===== src/rtl/regfile_wb_scheduler.sv =====
// regfile_wb_scheduler
// Owns the register-file write port and the per-register hazard scoreboard.
// ALU and LSU writeback requests share one registered write port; issue is
// stalled while any source or the destination register has a write pending.
// Optional build macro REGFILE_WB_RR_ARB_EN selects round-robin arbitration
// between ALU and LSU; without it the LSU always has priority.
module regfile_wb_scheduler #(
    parameter int ADDR_WIDTH = 5,
    parameter int DATA_WIDTH = 32
) (
    input  logic                        clk,
    input  logic                        rst,
    input  logic                        i_iss_valid,
    input  logic [ADDR_WIDTH-1:0]       i_iss_rs1,
    input  logic [ADDR_WIDTH-1:0]       i_iss_rs2,
    input  logic [ADDR_WIDTH-1:0]       i_iss_rd,
    input  logic                        i_iss_wr,
    output logic                        o_iss_ready,
    input  logic                        i_alu_valid,
    input  logic [ADDR_WIDTH-1:0]       i_alu_rd,
    input  logic [DATA_WIDTH-1:0]       i_alu_data,
    output logic                        o_alu_ready,
    input  logic                        i_lsu_valid,
    input  logic [ADDR_WIDTH-1:0]       i_lsu_rd,
    input  logic [DATA_WIDTH-1:0]       i_lsu_data,
    output logic                        o_lsu_ready,
    output logic                        o_we,
    output logic [ADDR_WIDTH-1:0]       o_wr_address,
    output logic [DATA_WIDTH-1:0]       o_wr_data,
    output logic [(1<<ADDR_WIDTH)-1:0]  o_busy,
    output logic                        o_idle,
    output logic                        o_err
);

    localparam int NUM_REGS = 1 << ADDR_WIDTH;

    logic [NUM_REGS-1:0]   busy_q, busy_d;
    logic                  we_q, we_d;
    logic [ADDR_WIDTH-1:0] wr_address_q, wr_address_d;
    logic [DATA_WIDTH-1:0] wr_data_q, wr_data_d;
    logic                  err_q, err_d;

    logic                  pick_lsu, pick_alu;
    logic                  alu_gnt, lsu_gnt, wb_valid;
    logic [ADDR_WIDTH-1:0] wb_rd;
    logic [DATA_WIDTH-1:0] wb_data;
    logic                  iss_ready, iss_fire;

`ifdef REGFILE_WB_RR_ARB_EN
    // ptr_q = 0 favours the ALU, 1 favours the LSU when both request
    logic ptr_q, ptr_d;

    // round-robin pick between the two writeback requesters
    always_comb begin
        pick_lsu = i_lsu_valid && (!i_alu_valid || ptr_q);
        pick_alu = i_alu_valid && !pick_lsu;
    end

    // after each grant, favour the requester that was not granted
    always_comb begin
        ptr_d = ptr_q;
        if (alu_gnt)
            ptr_d = 1'b1;
        else if (lsu_gnt)
            ptr_d = 1'b0;
    end

    // pointer register, ALU favoured out of reset
    always_ff @(posedge clk or posedge rst) begin
        if (rst)
            ptr_q <= 1'b0;
        else
            ptr_q <= ptr_d;
    end
`else
    // fixed priority: load data wins over ALU results
    always_comb begin
        pick_lsu = i_lsu_valid;
        pick_alu = i_alu_valid && !pick_lsu;
    end
`endif

    // grants are suppressed during reset so no handshake completes then
    always_comb begin
        lsu_gnt  = pick_lsu && !rst;
        alu_gnt  = pick_alu && !rst;
        wb_valid = lsu_gnt || alu_gnt;
        wb_rd    = lsu_gnt ? i_lsu_rd   : i_alu_rd;
        wb_data  = lsu_gnt ? i_lsu_data : i_alu_data;
    end

    // hazard check on sources and, for writing instructions, the destination
    always_comb begin
        iss_ready = !busy_q[i_iss_rs1] && !busy_q[i_iss_rs2] &&
                    !(i_iss_wr && busy_q[i_iss_rd]);
        iss_fire  = i_iss_valid && iss_ready && !rst;
    end

    // next state for the write stage, scoreboard and error flag
    always_comb begin
        busy_d       = busy_q;
        we_d         = 1'b0;
        wr_address_d = wr_address_q;
        wr_data_d    = wr_data_q;
        err_d        = err_q;

        // commit clears first so a (illegal) same-edge issue still sets the bit
        if (we_q)
            busy_d[wr_address_q] = 1'b0;
        if (iss_fire && i_iss_wr && (i_iss_rd != '0))
            busy_d[i_iss_rd] = 1'b1;
        busy_d[0] = 1'b0;

        // writes to x0 complete the handshake but never reach the register file
        if (wb_valid && (wb_rd != '0)) begin
            we_d         = 1'b1;
            wr_address_d = wb_rd;
            wr_data_d    = wb_data;
            if (!busy_q[wb_rd])
                err_d = 1'b1;
        end
    end

    // state registers
    always_ff @(posedge clk or posedge rst) begin
        if (rst) begin
            busy_q       <= '0;
            we_q         <= 1'b0;
            wr_address_q <= '0;
            wr_data_q    <= '0;
            err_q        <= 1'b0;
        end else begin
            busy_q       <= busy_d;
            we_q         <= we_d;
            wr_address_q <= wr_address_d;
            wr_data_q    <= wr_data_d;
            err_q        <= err_d;
        end
    end

    assign o_iss_ready  = iss_ready;
    assign o_alu_ready  = alu_gnt;
    assign o_lsu_ready  = lsu_gnt;
    assign o_we         = we_q;
    assign o_wr_address = wr_address_q;
    assign o_wr_data    = wr_data_q;
    assign o_busy       = busy_q;
    assign o_idle       = (busy_q == '0) && !we_q;
    assign o_err        = err_q;

endmodule


===== config.mk =====
export PLATFORM = sky130hd
export DESIGN_NAME = regfile_wb_scheduler
export DESIGN_NICKNAME = d
export VERILOG_FILES = /design/src/rtl/regfile_wb_scheduler.sv
export SDC_FILE = /design/constraint.sdc
export NUM_CORES = 1
export LEC_CHECK = 0
export BUFFER_PORTS_ARGS = -buffer_cell sky130_fd_sc_hd__clkbuf_2
export CAP_MARGIN = 10
export CORE_MARGIN = 3
export CORE_UTILIZATION = 54
export CTS_CLUSTER_SIZE = 14
export DETAILED_ROUTE_END_ITERATION = 10
export PLACE_DENSITY = 0.87
export SETUP_SLACK_MARGIN = 0.05
export SLEW_MARGIN = 20
export SYNTH_ARGS = -nofsm -noshare
export SYNTH_HDL_FRONTEND = slang
export SYNTH_SLANG_ARGS = --single-unit

===== constraint.sdc =====
create_clock -name clk -period 5.24 [get_ports clk]
set_input_delay 0.524 -clock clk [delete_from_list [all_inputs] [get_ports clk]]
set_output_delay 0.524 -clock clk [all_outputs]
set_load 0.005 [all_outputs]

Word level (Yosys, flattened, before mapping) --
Index checks and enable logic that the tools add are counted.
Operators by class: magnitude comparators 7, multiplexer cells 17, bitwise logic cells 4, reductions and logical operators 25
Operators by type and width (count):
- $mux W32 | 3
- $and A32 B32 Y32 | 1
- $logic_not A32 Y1 | 1
- $not A32 Y32 | 1
- $or A32 B32 Y32 | 1
- $lt A5 B6 Y1 const B | 5
- $bmux W1 S5 | 4
- $logic_and A1 B1 Y1 | 14
- $demux W1 S5 | 2
- $ge A5 B1 Y1 const B | 2
- $reduce_bool A5 Y1 | 2
- $mux W1 | 7
- $logic_not A1 Y1 | 6
- $mux W5 | 1
- $reduce_and A2 Y1 | 1
- $logic_or A1 B1 Y1 | 1
- $not A1 Y1 | 1
Storage, ports and cells: register bits 70, input port bits 95, output and inout bits 75, word-level logic and storage cells 58

Longest topological paths before layout --
word-level depth 10, gate-level depth with buffers 10, mapped depth without buffers 7

Worst setup path after synthesis --
No wires, ideal clock.
kind input to register, from input port rst, to register wr_data_q[14], in the netlist o_wr_data[14], data arrival time 3164 ps, data required time 5103 ps, path slack 1939 ps, stages on the path 5, cell sequence inv_1 o21ai_0 a21oi_2 clkbuf_1 a21oi_1
Between the ends: word-level cells in the longest chain between the ends 5
Ends and longest elaborated chain:
- from (decl) | line 12 | input logic rst,
- $logic_not A1 Y1 (no source line) *
- $logic_and A1 B1 Y1 | line 85 | lsu_gnt = pick_lsu && !rst;
- $mux W5 | line 88 | wb_rd = lsu_gnt ? i_lsu_rd : i_alu_rd;
- $reduce_bool A5 Y1 | line 115 | if (wb_valid && (wb_rd != '0)) begin
- $logic_and A1 B1 Y1 | line 115
- to (signal assigned) | line 136 | wr_data_q <= wr_data_d;
- to (decl) | line 40 | logic [DATA_WIDTH-1:0] wr_data_q, wr_data_d;
Mark *: on every way between the ends. The rest lies on a longest branch, timed or not. A chain may end at the register's enable or synchronous reset.

Worst setup path in the final report --
from register busy_q[23], in the netlist o_busy[23], to output port o_iss_ready
Between the ends: word-level cells in the longest chain between the ends 5
Ends and longest elaborated chain:
- from (decl) | line 37 | logic [NUM_REGS-1:0] busy_q, busy_d;
- from (signal assigned) | line 133 | busy_q <= busy_d;
- $bmux W1 S5, on equally long branches | line 94, 95
- $mux W1, on equally long branches | line 94, 95
- $logic_not A1 Y1 / $logic_and A1 B1 Y1 (equally long branches) | line 94, 95
- $logic_and A1 B1 Y1 / $logic_not A1 Y1 (equally long branches) | line 94, 95
- $logic_and A1 B1 Y1 * | line 94 | iss_ready = !busy_q[i_iss_rs1] && !busy_q[i_iss_rs2] &&
- to (decl) | line 18 | output logic o_iss_ready,
Mark *: on every way between the ends. The rest lies on a longest branch, timed or not. The select of a mux whose other input is x is not followed.

==> results by group <==
Outcome
  • Status: completed

Place
  • Placed Cells: about 690
  • PortBufs: 168
  • Routability Congestion: 0.967
  • Worst slack at placement: a little over 2000 ps
  • DPL Wire Length: about 11 mm

Final layout
  • Area Growth Syn to Fin: 23.9%
  • Fin util: 0.702
  • Layout Nets: 695
  • Final non-filler cell total: just over 700
  • Filler cell count: 623
  • Layout cells sized above 1: 0.369
  • Diode count: 0

Logic synthesis
  • Top_reg_cell synth: dfrtp_1
  • Mapped cell area: 4470 um^2
  • EDFF count, synth: 0
  • Most frequent cell after synthesis: dfrtp_1
  • Area leader, netlist: dfrtp_1
  • Synth cell count leaders: 70 x dfrtp_1, 58 x mux2i_1, 45 x o21ai_0
  • Ys async rst share: 1.00
  • Syn Inst Count: 448
  • Synth Warn #: 0
  • Largest cells by area after synthesis: dfrtp_1 39%, mux2i_1 13%, mux4_2 10%
  • Syn nets: about 540
  • Register bit count reported by yosys: 70
  • Yosys cell types: 51
  • Mean Syn Cell Area: 9.97 um^2
  • Sequential fraction of the synthesis area: 0.392
  • Yosys top cell area share: 0.392

Drt
  • Wire per inst: 20.5 um
  • Routed Antenna Nets: 0
  • Total iterations of the first detailed-routing run: 6
  • Routed vias/inst: 6.37
  • Post-Route WL: 14.5 mm
  • DR DRC count: 0
  • Initial detailed-routing violation count: approximately 400
  • Vias: 4507

Clock tree
  • Clk sinks: 70
  • Clk buf depth: 2
  • Clk slew on worst S/H paths: 90 ps
  • Root Buffer: clkbuf_8
  • CTS HTree Levels: 3
  • Worst-Skew Late Latency: ~350 ps
  • CTS buffer count: 9
  • Hold-fix buffers at CTS: 0
  • Post-CTS setup repair buffer count: 0
  • Post-CTS sizing: 0
  • TritonCTS clock tree: done

STA
  • Max Slew Vio Count: 0
  • Final Skew: 11.7 ps
  • Fin Hold WS: 458 ps
  • Setup tns final: 0 ps
  • RSZ-0062 raised after global routing: false
  • Count of final setup violators: 0
  • Final hold vios: 0
  • Fin worst setup slack: 1920 ps
  • Relative slew slack: 0.332
  • Slew at the pin closest to its max-slew limit: just under 1000 ps
  • Final critical-path share of the clock period: 0.633
  • Minimum clock period: 3320 ps
  • Fmax: 0.302 GHz

Worst setup path
  • R2r setup slk: 2470 ps
  • Crit path max fanout: 32
  • CP Capture Type: primary output
  • Setup crit end: o_iss_ready
  • Worst setup startpoint: o_busy[23]$_DFF_PP0_
  • WP data required: 4720 ps
  • Crit Reg-Reg Endpoint: o_busy[20]$_DFF_PP0_
  • Setup crit start kind: register
  • Reg-to-Reg Start: o_busy[23]$_DFF_PP0_
  • Setup CP Type: register to primary output
  • Crit path arrival time: 2790 ps
  • R2R cell count: 7

Floorplanning
  • Initial core utilization: 0.566
  • Die X-Extent: 97.0 um
  • Die Y: 97.0 um
  • Core area: 7890 um^2
  • # rows: 32
  • Boundary Pins: 170
  • DIE AREA: 9400 um^2

GRT
  • Gr usage total: 0.306
  • Largest net degree at the start of global routing: 72
  • Congestion Overflow GR: 0
  • First-pass GRT wire length: 23.1 mm
  • Vias in the first global route: between 4000 and 5000
  • Initial antenna violation count: 0

Flow run
  • MaxCap Viol Count: 0

Pwr
  • Pwr dens: 418 nW/um^2
  • Peak VDD IR: 0.255 mV
  • P_leak: 2.59 nW

Hold path
  • Min-delay worst type: input pin to register
state kept, by name (all words and copies together), names as in the netlist:
signal        cells
o_we              1
o_wr_data        32
o_err             1
o_wr_address      5
o_busy           31
cell type report:
type,instances,area [um^2],area share
inverter,11,41.3,0.00746
tap,102,128,0.0230
multi-input combinational,337,2530,0.456
sequential,70,1750,0.316
clock buffer,9,124,0.0224
timing repair buffer,171,863,0.156
clock inverter,7,104,0.0188
power breakdown:
part           switching, mW  internal [mW]
clock network          0.225          0.274
registers              0.342          0.690
logic                  0.362          0.423
cell families (layout without fill, tap and decap cells):
family | Yosys count | in the layout | share of synthesized area
AOI/OAI and AO/OA | 129 | 129 | 0.174
buffers and inverters | 41 | 198 | 0.0448
DFF | 70 | 70 | 0.392
muxes | 86 | 86 | 0.255
other | 1 | 1 | 0.000839
and+or+nand+nor | 121 | 121 | 0.134
cells in the final DEF (no fill, tap or decap), types with 3 or more instances in the layout:
cell type and instances:
nand2_1 21, o21ai_0 45, a211oi_1 3, clkinv_4 3
nor3_1 3, inv_1 10, nand4_1 3, nand2b_1 3
mux2_2 5, buf_4 3, o21ai_1 3, mux4_2 20
o22ai_1 4, a21oi_1 36, clkbuf_8 9, nor4_1 8
or3_1 3, nor2_1 43, clkbuf_2 168, dfrtp_1 70
nor2b_1 6, mux2i_1 58, nand3_1 14, nand3b_1 7
o31ai_1 20
worst min path at each step:
stage	start	endpoint	slack [ps]	depth (start not counted)
finish	i_lsu_data[25]	o_wr_data[25]$_DFFE_PP0P_	460	3
global route	i_lsu_data[26]	o_wr_data[26]$_DFFE_PP0P_	480	3
CTS	i_lsu_data[29]	o_wr_data[29]$_DFFE_PP0P_	460	3
detailed placement	o_wr_data[22]$_DFFE_PP0P_	o_wr_data[22]$_DFFE_PP0P_	520	2
global placement	o_wr_data[26]$_DFFE_PP0P_	o_wr_data[26]$_DFFE_PP0P_	510	2
floorplan	o_wr_data[2]$_DFFE_PP0P_	o_wr_data[2]$_DFFE_PP0P_	520	2
critical path, stage by stage (launching register included):
cell,delay (ps)
dfrtp_1,520
mux4_2,510
mux2i_1,190
mux2i_1,100
mux2_2,280
a211oi_2,190
nand2_2,380
inv_1,140
clkbuf_2,120
per-layer routing:
metal / routed length (um) / part of all wire / track usage
met5: 0 / 0 / 0
met4: 588 / 0.041 / 0.167
met3: 1480 / 0.10 / 0.0584
met2: 7120 / 0.49 / 0.505
met1: 5320 / 0.37 / 0.378
through the flow:
| stage | total power, mW | cell area [um^2] |
|---|---|---|
| after floorplan | 1.38 | 4470 |
| after global placement | 1.76 | 5310 |
| after detailed placement | 1.79 | 5310 |
| after CTS | 2.29 | 5540 |
| after global routing | 2.42 | 5540 |
| final | 2.32 | 5540 |
(Power assumes the default switching activity.)
